### config.mk
export PLATFORM = sky130hd
export DESIGN_NAME = fifo_uart_tx_flat
export DESIGN_NICKNAME = d
export VERILOG_FILES = /design/src/rtl/uart_pkg.sv /design/src/rtl/fifo_uart_tx_if.sv /design/src/rtl/uart_baud_gen.sv /design/src/rtl/fifo_uart_tx.sv /design/src/flat_wrapper.sv
export SDC_FILE = /design/constraint.sdc
export NUM_CORES = 1
export LEC_CHECK = 0
export CAP_MARGIN = 20
export CORE_UTILIZATION = 59
export CTS_CLUSTER_DIAMETER = 200
export CTS_CLUSTER_SIZE = 28
export DETAILED_ROUTE_END_ITERATION = 12
export MAX_ROUTING_LAYER = met4
export PLACE_DENSITY = 0.83
export SETUP_SLACK_MARGIN = 0.05
export SLEW_MARGIN = 30
export SYNTH_ARGS = -nofsm -noshare
export SYNTH_HDL_FRONTEND = slang
export SYNTH_SLANG_ARGS = --single-unit
### constraint.sdc
create_clock -name clock -period 3.8 [get_ports clock]
set_input_delay 0.76 -clock clock [delete_from_list [all_inputs] [get_ports clock]]
set_output_delay 0.76 -clock clock [all_outputs]
set_load 0.005 [all_outputs]
### src/rtl/uart_pkg.sv
// rtl/uart_pkg.sv - shared FSM state encoding and constants for the FIFO-fed UART transmitter
package uart_pkg;

  localparam int UART_DATA_BITS      = 8;
  localparam int UART_CLK_DIV_115200 = 434;

  typedef enum logic [2:0] {
    IDLE   = 3'd0,
    READ   = 3'd1,
    LOAD   = 3'd2,
    START  = 3'd3,
    DATA   = 3'd4,
    PARITY = 3'd5,
    STOP   = 3'd6
  } uart_state_e;

endpackage

### src/rtl/fifo_uart_tx_if.sv
// rtl/fifo_uart_tx_if.sv - byte FIFO read port and UART line signals of the transmit stage
interface fifo_uart_tx_if;

  logic [uart_pkg::UART_DATA_BITS-1:0] fifo_q;
  logic                                fifo_empty;
  logic                                fifo_rdreq;
  logic                                tx;
  logic                                busy;
  logic                                byte_done;

  // master is the transmitter, slave is the FIFO/line side
  modport master (
    input  fifo_q, fifo_empty,
    output fifo_rdreq, tx, busy, byte_done
  );

  modport slave (
    output fifo_q, fifo_empty,
    input  fifo_rdreq, tx, busy, byte_done
  );

endinterface

### src/rtl/uart_baud_gen.sv
// rtl/uart_baud_gen.sv - bit-period divider; tick marks the last cycle of each UART bit
module uart_baud_gen #(
  parameter int CLK_DIV = 434
) (
  input  logic clock,
  input  logic reset,
  input  logic clear,
  output logic tick
);

  localparam int             W    = (CLK_DIV > 1) ? $clog2(CLK_DIV) : 1;
  localparam logic [W-1:0]   LAST = W'(CLK_DIV - 1);

  logic [W-1:0] cnt_q;
  logic [W-1:0] cnt_d;

  always_comb begin
    if (clear || (cnt_q == LAST)) begin
      cnt_d = '0;
    end else begin
      cnt_d = cnt_q + W'(1);
    end
  end

  always_ff @(posedge clock) begin
    if (!reset) begin
      cnt_q <= '0;
    end else begin
      cnt_q <= cnt_d;
    end
  end

  assign tick = (cnt_q == LAST);

endmodule

### src/rtl/fifo_uart_tx.sv
// rtl/fifo_uart_tx.sv - drains the byte FIFO into 8N1 UART frames; UART_PARITY_EN adds an even parity bit (8E1)
module fifo_uart_tx
  import uart_pkg::*;
#(
  parameter int CLK_DIV = UART_CLK_DIV_115200
) (
  input  logic             clock,
  input  logic             reset,
  fifo_uart_tx_if.master   bus
);

  localparam logic [2:0] LAST_BIT = 3'(UART_DATA_BITS - 1);

  uart_state_e                 state_q, state_d;
  logic [UART_DATA_BITS-1:0]   shift_q, shift_d;
  logic [2:0]                  idx_q, idx_d;
  logic                        tx_q, tx_d;
  logic                        rdreq_q, rdreq_d;
  logic                        done_q, done_d;
  logic                        tick;
  logic                        clear;
`ifdef UART_PARITY_EN
  logic                        par_q, par_d;
`endif

  uart_baud_gen #(
    .CLK_DIV (CLK_DIV)
  ) u_baud (
    .clock (clock),
    .reset (reset),
    .clear (clear),
    .tick  (tick)
  );

  always_ff @(posedge clock) begin
    if (!reset) begin
      state_q <= IDLE;
      shift_q <= '0;
      idx_q   <= '0;
      tx_q    <= 1'b1;
      rdreq_q <= 1'b0;
      done_q  <= 1'b0;
`ifdef UART_PARITY_EN
      par_q   <= 1'b0;
`endif
    end else begin
      state_q <= state_d;
      shift_q <= shift_d;
      idx_q   <= idx_d;
      tx_q    <= tx_d;
      rdreq_q <= rdreq_d;
      done_q  <= done_d;
`ifdef UART_PARITY_EN
      par_q   <= par_d;
`endif
    end
  end

  // fifo_empty is only looked at in IDLE, so a frame in flight ignores the FIFO
  always_comb begin
    state_d = state_q;
    unique case (state_q)
      IDLE:  if (!bus.fifo_empty) state_d = READ;
      READ:  state_d = LOAD;
      LOAD:  state_d = START;
      START: if (tick) state_d = DATA;
`ifdef UART_PARITY_EN
      DATA:   if (tick && (idx_q == LAST_BIT)) state_d = PARITY;
      PARITY: if (tick) state_d = STOP;
`else
      DATA:   if (tick && (idx_q == LAST_BIT)) state_d = STOP;
`endif
      STOP:  if (tick) state_d = IDLE;
      default: state_d = IDLE;
    endcase
  end

  always_comb begin
    shift_d = shift_q;
    idx_d   = idx_q;
    tx_d    = tx_q;
    rdreq_d = 1'b0;
    done_d  = 1'b0;
    clear   = 1'b0;
`ifdef UART_PARITY_EN
    par_d   = par_q;
`endif
    unique case (state_q)
      IDLE: begin
        tx_d    = 1'b1;
        rdreq_d = !bus.fifo_empty;
      end
      LOAD: begin
        // fifo_q is valid here, one cycle after the pop edge
        shift_d = bus.fifo_q;
        tx_d    = 1'b0;
        clear   = 1'b1;
`ifdef UART_PARITY_EN
        par_d   = ^bus.fifo_q;
`endif
      end
      START: if (tick) begin
        tx_d    = shift_q[0];
        shift_d = {1'b0, shift_q[UART_DATA_BITS-1:1]};
        idx_d   = '0;
      end
      DATA: if (tick) begin
        if (idx_q != LAST_BIT) begin
          tx_d    = shift_q[0];
          shift_d = {1'b0, shift_q[UART_DATA_BITS-1:1]};
          idx_d   = idx_q + 3'd1;
        end else begin
`ifdef UART_PARITY_EN
          tx_d = par_q;
`else
          tx_d = 1'b1;
`endif
        end
      end
`ifdef UART_PARITY_EN
      PARITY: if (tick) tx_d = 1'b1;
`endif
      STOP: if (tick) done_d = 1'b1;
      default: ;
    endcase
  end

  assign bus.fifo_rdreq = rdreq_q;
  assign bus.tx         = tx_q;
  assign bus.byte_done  = done_q;
  assign bus.busy       = (state_q != IDLE);

endmodule

### src/flat_wrapper.sv
// flat-port wrapper written by rule: the top's interface ports become plain ports
module fifo_uart_tx_flat import uart_pkg::*;
#(
  parameter int CLK_DIV = UART_CLK_DIV_115200
)
  (clock, reset, bus_fifo_q, bus_fifo_empty, bus_fifo_rdreq, bus_tx, bus_busy, bus_byte_done);
  fifo_uart_tx_if bus_i ();
  input  logic clock;
  input  logic reset;
  input wire logic [$bits(bus_i.fifo_q)-1:0] bus_fifo_q;
  input wire logic [$bits(bus_i.fifo_empty)-1:0] bus_fifo_empty;
  output wire logic [$bits(bus_i.fifo_rdreq)-1:0] bus_fifo_rdreq;
  output wire logic [$bits(bus_i.tx)-1:0] bus_tx;
  output wire logic [$bits(bus_i.busy)-1:0] bus_busy;
  output wire logic [$bits(bus_i.byte_done)-1:0] bus_byte_done;
  assign bus_i.fifo_q = bus_fifo_q;
  assign bus_i.fifo_empty = bus_fifo_empty;
  assign bus_fifo_rdreq = bus_i.fifo_rdreq;
  assign bus_tx = bus_i.tx;
  assign bus_busy = bus_i.busy;
  assign bus_byte_done = bus_i.byte_done;
  fifo_uart_tx #(.CLK_DIV(CLK_DIV)) u_core (.clock(clock), .reset(reset), .bus(bus_i));
endmodule
## Word-level counts from Yosys, hierarchy flattened

Cells that the tools add are included.

| storage, ports and cells | value |
|---|---|
| register bits | 26 |
| input port bits | 11 |
| output and inout port bits | 4 |
| word-level logic and storage cells | 57 |

| operators by class | value |
|---|---|
| $add $sub $neg | 2 |
| equality and inequality tests | 14 |
| multiplexer cells | 18 |
| bitwise gates (word level) | 1 |
| reductions and logical operators | 15 |

Operators by type and width:

| kind | number |
|---|---|
| $mux W8 | 3 |
| $pmux W8 S3 | 1 |
| $mux W3 | 6 |
| $pmux W3 S6 | 1 |
| $reduce_and A4 Y1 | 3 |
| $ne A2 B1 Y1 const B | 5 |
| $add A9 B1 Y9 const B | 1 |
| $eq A3 B3 Y1 const B | 3 |
| $eq A9 B9 Y1 const B | 1 |
| $eq A3 B2 Y1 const B | 2 |
| $pmux W3 S2 | 1 |
| $reduce_bool A3 Y1 | 2 |
| $mux W1 | 5 |
| $pmux W1 S4 | 1 |
| $reduce_and A2 Y1 | 2 |
| $reduce_bool A4 Y1 | 1 |
| $add A3 B1 Y3 const B | 1 |
| $eq A3 B1 Y1 const B | 1 |
| $logic_not A3 Y1 | 1 |
| $ne A3 B3 Y1 const B | 1 |
| $reduce_and A3 Y1 | 1 |
| $ne A2 B2 Y1 const B | 1 |
| $reduce_bool A2 Y1 | 1 |
| $reduce_or A2 Y1 | 1 |
| 4 further kinds | 4 |

## Logic depth before layout (Yosys ltp)

Gate-level depths: netlist of run 1.

| depth | value |
|---|---|
| depth in word-level cells | 4 |
| mapped depth | 6 |

## Hierarchy

From an unflattened synthesis of run 1, not the netlist that was laid out.

| second synthesis, totals | value |
|---|---|
| cells, all modules | 150 |
| area, all modules | 1330.0 µm² |

Modules (own cells, without submodules):

| module | instances | cells an instance | area an instance (µm²) | sequential area each (µm²) |
|---|---|---|---|---|
| fifo_uart_tx | 1 | 101 | 880.8 | 340.3 |
| uart_baud_gen | 1 | 49 | 449.2 | 180.2 |

## Least setup slack after synthesis of run 1

Ideal clock, no wire load.

| timing path | value |
|---|---|
| path kind | register to register |
| start | reg u_core.idx_q[0] |
| end | reg u_core.idx_q[0] |
| setup time | 0.128 ns |
| data arrival time | 1.699 ns |
| required time | 3.672 ns |
| path slack | 1.973 ns |
| stages on the path, launching flop included | 7 |
| buffers on the path | 0 |
| path through | dfxtp_1 > ha_1 > ha_1 > or4b_4 > a211oi_4 > mux2i_1 > nor2_1 |

| between the ends | value |
|---|---|
| word-level cells in the longest chain between the ends | 4 |
| elaborated cells on any way between the ends | 7 |
| those cells by class | add/sub: 1; eq/ne: 2; mux: 3; reduce/logical: 1 |

RTL lines:

| item | line | RTL |
|---|---|---|
| start: declaration | fifo_uart_tx.sv:16 | `logic [2:0] idx_q, idx_d;` |
| start signal: assignment | fifo_uart_tx.sv:49 | `idx_q <= idx_d;` |
| $add A3 B1 Y3 | fifo_uart_tx.sv:111 | `idx_d = idx_q + 3'd1;` |
| $mux W3 | fifo_uart_tx.sv:108 | `if (idx_q != LAST_BIT) begin` |
| $mux W3 | fifo_uart_tx.sv:107 | `DATA: if (tick) begin` |
| $pmux W3 S2 | fifo_uart_tx.sv:88 | `unique case (state_q)` |

Several ways; a longest one is shown, not always the timed one. The select of a mux whose other input is x is not followed.
A chain may end at the register's enable or synchronous reset.

## Final worst setup path of run 1

| timing path | value |
|---|---|
| start | reg u_core.state_q[2] |
| end | out bus_busy |

| between the ends | value |
|---|---|
| word-level cells in the longest chain between the ends | 1 |

RTL lines:

| item | line | RTL |
|---|---|---|
| start: declaration | fifo_uart_tx.sv:14 | `uart_state_e state_q, state_d;` |
| start signal: assignment | fifo_uart_tx.sv:47 | `state_q <= state_d;` |
| $reduce_bool A3 Y1 | fifo_uart_tx.sv:131 | `assign bus.busy = (state_q != IDLE);` |
| end: declaration | flat_wrapper.sv:14 | `output wire logic [$bits(bus_i.busy)-1:0] bus_busy;` |

Every way passes these cells.

==> out/metrics.yaml, run 1 <==
outcome:
  status: "completed"
yosys:
  ys_seq_area_share_pct: 37.4
  yosys_warnings: 0
  synth_cells: 162
  syn_area_um2: 1390
  synth.distinct_cells: 39
  syn_avg_cell_area_um2: 8.58
  synth_seq_cells: 26
  synth_edf_count: 0
  ys.flop_type: "dfxtp_1"
  synth_nets: 177
  async_flop_share_pct: 0
sta:
  slew_headroom_pct: 45.4
  tns_ps: 0
  setup_viol: 0
  slew_viol_final: 0
  fmax_mhz: 372
  min_period_over_period_pct: 70.8
  tightestPinTransition_ps: 818
  fin_skew_ps: 4.87
  rsz0062_at_grt: "no"
  min_period_ps: 2690
  finalHoldViolCount: 0
clock_tree:
  cts_sinks: 26
  numCtsBuffers: 3
  path_clk_slew_ps: 140
  clock_path_buffers: 2
  htree_levels: 1
  post_cts_buffers: 0
  ctsHoldBuffers: 0
  insertion_delay_ps: 330
  cts_resized: 0
  cts-root-buf: "clkbuf_4"
  cts_tree: "done"
worst_setup_path:
  critical_path.startpoint_type: "flop"
  arrival_ps: 1930
  cp-end-kind: "output port"
  path_max_fanout: 27
  path_class: "reg2out"
  cp.required_ps: 3040
grt:
  grt_pass1_vias: 1113
  grt_antenna_before_repair: 0
  grt_max_degree: 28
  overflow: 0
  grt_usage_pct: 26.4
  grt_pass1_wl_um: 4910
detailed_routing:
  routedWlPerCell_um: 14.9
  final_antenna_net_count: 0
  drt-pass1-iter-count: 5
  vias: 1242
  wl_um: 2990
  drt-vias-per-instance: 6.21
  drc: 0
  drtIter0Drc: 28
cells_and_area:
  syn_to_final_growth_pct: 12.6
  nNetsFinal: 188
  layout_common_cells: "dfxtp_1, a21oi_1, nor2_1, nand2_1, clkdlybuf4s50_1"
  final_core_util_pct: 70.8
  final_common_cell: "dfxtp_1"
  drive_above_1_share_pct: 5.81
  diodes: 0
placement:
  dp_hpwl_um: 2050
  port_buffers: 14
  gp_congestion: 0.839
die:
  io_pins: 15
  die_area_um2: 2550
  die_h_um: 50.5
  die_w_um: 50.5
  core_area_um2: 2210
  row_count: 17
  initial_core_util_pct: 62.8
run:
  maxCapViolCount: 0
power:
  peakVddDrop_mv: 0.250
  p_per_area_nw_per_um2: 381
  power.leakage_uw: 0.000537
hold_path:
  hold_path.class: "reg2reg"
[Yosys cell counts, types with 3 or more instances]
library cell / count / share of area, %
a21oi_1: 20 / 7.2
a22o_1: 8 / 5.0
a311oi_1: 7 / 4.4
clkbuf_1: 5 / 1.4
dfxtp_1: 26 / 37
ha_1: 4 / 3.6
inv_1: 3 / 0.81
nand2_1: 15 / 4.1
nand2b_1: 5 / 2.3
nand3_1: 7 / 2.5
nand4_1: 4 / 1.8
nor2_1: 16 / 4.3
nor3b_1: 5 / 2.7
xnor2_1: 3 / 1.9
xor2_1: 4 / 2.5
[logic make-up after synthesis]
group	count (synthesis)	synth area share, %
and+or+nand+nor	70	28.4
AOI/OAI and AO/OA	41	20.4
DFF	26	37.4
buffers and inverters	11	3.42
xor gates and xnor gates	7	4.41
adders and majority gates	4	3.60
muxes	3	2.25
[path summary, 6_finish.rpt]
kind                                    endpoint                           start  slack (ps)  depth (start not counted)
setup / recovery                        bus_busy  u_core.state_q[2]$_SDFFE_PN0P_        1110                          2
hold / removal      u_core.idx_q[1]$_SDFFE_PN0P_    u_core.idx_q[1]$_SDFFE_PN0P_         490                          2
setup reg to reg  u_core.shift_q[0]$_SDFFE_PN0P_  u_core.state_q[2]$_SDFFE_PN0P_        1550                          4
hold reg to reg     u_core.idx_q[1]$_SDFFE_PN0P_    u_core.idx_q[1]$_SDFFE_PN0P_         490                          2
[critical path: stages (launching register included)]
cell and delay, ps:
dfxtp_1 880, or3_1 210, clkdlybuf4s50_1 490
[routing by layer]
layer  GRT usage (%)  vias up  share of wire, %
met5               -        -                 0
met4            13.4        0               2.7
met3            3.94       11               2.8
met2            40.2       28                45
met1            34.0      584                49
li1                -      619                 -
[power breakdown]
part           switching (uW)  internal [uW]
Combinational            66.8           59.9
Clock                    86.6           58.8
Sequential               31.2            293
[state kept, by name, summed over array words and instances, names as in the netlist]
signal / cells
u_core.state_q: 3
u_core.u_baud.cnt_q: 9
u_core.bus.byte_done: 1
u_core.bus.fifo_rdreq: 1
u_core.shift_q: 8
u_core.bus.tx: 1
u_core.idx_q: 3
[metrics by stage]
stage / instances / total power (uW) / instance area, um^2 / hold WS [ps] / setup WS [ps]
6_report: 200 / 596 / 1570 / 489 / 1110
5_1_grt: 200 / 626 / 1570 / 510 / 1020
4_1_cts: 200 / 599 / 1570 / 492 / 1140
3_5_place_dp: 196 / 454 / 1530 / 471 / 1530
3_3_place_gp: 196 / 446 / 1530 / 459 / 1600
2_1_floorplan: 162 / 410 / 1390 / 441 / 1970
[layout make-up]
cell class / count / area, um^2
fillers: 197 / 647
flip-flops and latches: 26 / 520
inverters: 3 / 11.3
repair buffers: 14 / 140
multi-input cells: 125 / 822
clock buffers: 4 / 36.3
well taps: 28 / 35.0
Note: power is estimated with default switching activity, not from simulation.
==> run 2, diff against run 1 <==
CORE_UTILIZATION = 50   (was 59)
PLACE_DENSITY = 0.75   (was 0.83)
clock period = 2.2 ns   (was 3.8 ns; I/O delays follow)
==> out/metrics.yaml, run 2 (same netlist as run 1, synthesis figures left out) <==
placement:
  post-place-ws_ps: 202
  dp_hpwl_um: 2160
  placed_cell_area_um2: 1580
  port_buffers: 14
  gp_congestion: 0.843
  dpl.cell_count: 204
clock_tree:
  numCtsBuffers: 3
  cts_tree: "done"
  path_clk_slew_ps: 150
  cts_sinks: 26
  clock_path_buffers: 2
  htree_levels: 1
  cts-root-buf: "clkbuf_4"
  post_cts_buffers: 0
  insertion_delay_ps: 330
power:
  power_frac_clock_pct: 23.9
  peakVddDrop_mv: 0.493
  power.leakage_uw: 0.000568
  internal_power_uw: 726
  seq_power_share_pct: 52.7
  pwr-share-comb_pct: 23.3
  p_switching_uw: 317
  p_sw_share_pct: 30.4
  p_per_area_nw_per_um2: 646
cells_and_area:
  diodes: 0
  syn_to_final_growth_pct: 16.1
  largest_reg_flops: 9
  drive_above_1_share_pct: 9.55
  fin_area_um2: 1610
  nNetsFinal: 194
  final_common_cell: "dfxtp_1"
  final.fill_count: 222
  largestRegisters: "u_core.u_baud.cnt_q x9, u_core.shift_q x8"
  regMostFlops: "u_core.u_baud.cnt_q"
  stdcell_count: 208
  layout_common_cells: "dfxtp_1, a21oi_1, nor2_1, nand2_1, clkdlybuf4s50_1"
worst_setup_path:
  reg2regPathDepth: 6
  timing.rr.start: "u_core.idx_q[0]$_SDFFE_PN0P_"
  worstSetupStartpoint: "u_core.state_q[0]$_SDFFE_PN0P_"
  arrival_ps: 1620
  path_class: "reg2out"
  r2r_end: "u_core.shift_q[4]$_SDFFE_PN0P_"
  critPathMaxStageDelay_ps: 450
  path_max_fanout: 11
  path_cells: "or3_1, clkdlybuf4s50_1"
  slowest_stage: "dfxtp_1"
  critical_path.startpoint_type: "flop"
  cp-end-kind: "output port"
  cp.required_ps: 1760
  crit_end: "bus_busy"
  r2r_setup_slack_ps: 190
run:
  maxCapViolCount: 0
sta:
  slew_viol_final: 0
  finalHoldViolCount: 0
  slew_headroom_pct: 68.4
  min_period_ps: 2060
  layout_setup_ws_ps: 142
  rsz0062_at_grt: "no"
  setup_viol: 0
  fin_skew_ps: 6.67
  fmax_mhz: 486
  min_period_over_period_pct: 93.5
  tns_ps: 0
  tightestPinTransition_ps: 473
detailed_routing:
  drt-vias-per-instance: 6.03
  drt-pass1-iter-count: 4
  wl_um: 2920
  drtIter0Drc: 40
  drc: 0
  vias: 1255
  final_antenna_net_count: 0
  routedWlPerCell_um: 14.1
grt:
  grt_pass1_vias: 1163
  grt_antenna_before_repair: 0
  grt_usage_pct: 24.9
  grt_pass1_wl_um: 5070
  grt_max_degree: 19
  overflow: 0
hold_path:
  hold_path.class: "reg2reg"
die:
  die_w_um: 54.7
  row_count: 18
  core_area_um2: 2540
  die_area_um2: 2990
  die_h_um: 54.7
  io_pins: 15
  initial_core_util_pct: 54.6
outcome:
  status: "completed"
## run 2: cell count changes in the layout (fill, tap and decap cells not counted), sizes merged
| cell | previous run | this run |
|---|---|---|
| buf | 0 | 6 |
## run 2: critical path, delay by kind of cell, from the launching register on
kind                   cells  cell delay, ps
buffers and inverters      1             440
and+or+nand+nor            1             390
DFF                        1             450
## run 2: worst min path at each step
stage | from | endpoint | slack, ps | cells past startpoint
2_1_floorplan | u_core.u_baud.cnt_q[0]$_SDFF_PP0_ | u_core.u_baud.cnt_q[0]$_SDFF_PP0_ | 440 | 1
3_3_place_gp | u_core.u_baud.cnt_q[0]$_SDFF_PP0_ | u_core.u_baud.cnt_q[0]$_SDFF_PP0_ | 460 | 1
3_5_place_dp | u_core.u_baud.cnt_q[0]$_SDFF_PP0_ | u_core.u_baud.cnt_q[0]$_SDFF_PP0_ | 470 | 1
4_1_cts | u_core.idx_q[2]$_SDFFE_PN0P_ | u_core.idx_q[2]$_SDFFE_PN0P_ | 490 | 2
5_1_grt | u_core.idx_q[2]$_SDFFE_PN0P_ | u_core.idx_q[2]$_SDFFE_PN0P_ | 520 | 2
6_report | u_core.idx_q[2]$_SDFFE_PN0P_ | u_core.idx_q[2]$_SDFFE_PN0P_ | 490 | 2
## run 2: power groups by stage
stage,clock (uW),combinational (uW),sequential (uW)
6_report,250,243,550
3_3_place_gp,0,236,556
4_1_cts,255,243,548
2_1_floorplan,0,173,535
3_5_place_dp,0,242,559
5_1_grt,271,275,556
## run 2: repair_timing
item                                    in CTS  in global routing
hold buffers                                 0                  0
endpoints found under the setup margin       0                  1
resized for setup                            0                  1
## run 2: layer usage
| layer | part of all wire, % | GRT usage, % |
|---|---|---|
| met2 | 45 | 37.1 |
| met3 | 5.4 | 5.83 |
| met4 | 1.5 | 11.1 |
| met1 | 48 | 31.6 |
| met5 | 0 | - |
## run 2: through the flow
step | power [uW] | hold WS (ps) | utilization [%]
final | 1040 | 486 | 63.4
after global routing | 1100 | 518 | 63.4
after CTS | 1050 | 488 | 63.4
after detailed placement | 800 | 467 | 61.9
after global placement | 792 | 460 | 61.9
after floorplan | 708 | 441 | -
## run 2: layout make-up
cell class              instances  area [um^2]  area share (%)
repair buffers                 20          185            11.5
inverters                       3         11.3           0.698
multi-input cells             125          822            50.9
clock buffers                   4         36.3            2.25
well taps                      30         37.5            2.33
flip-flops and latches         26          522            32.3
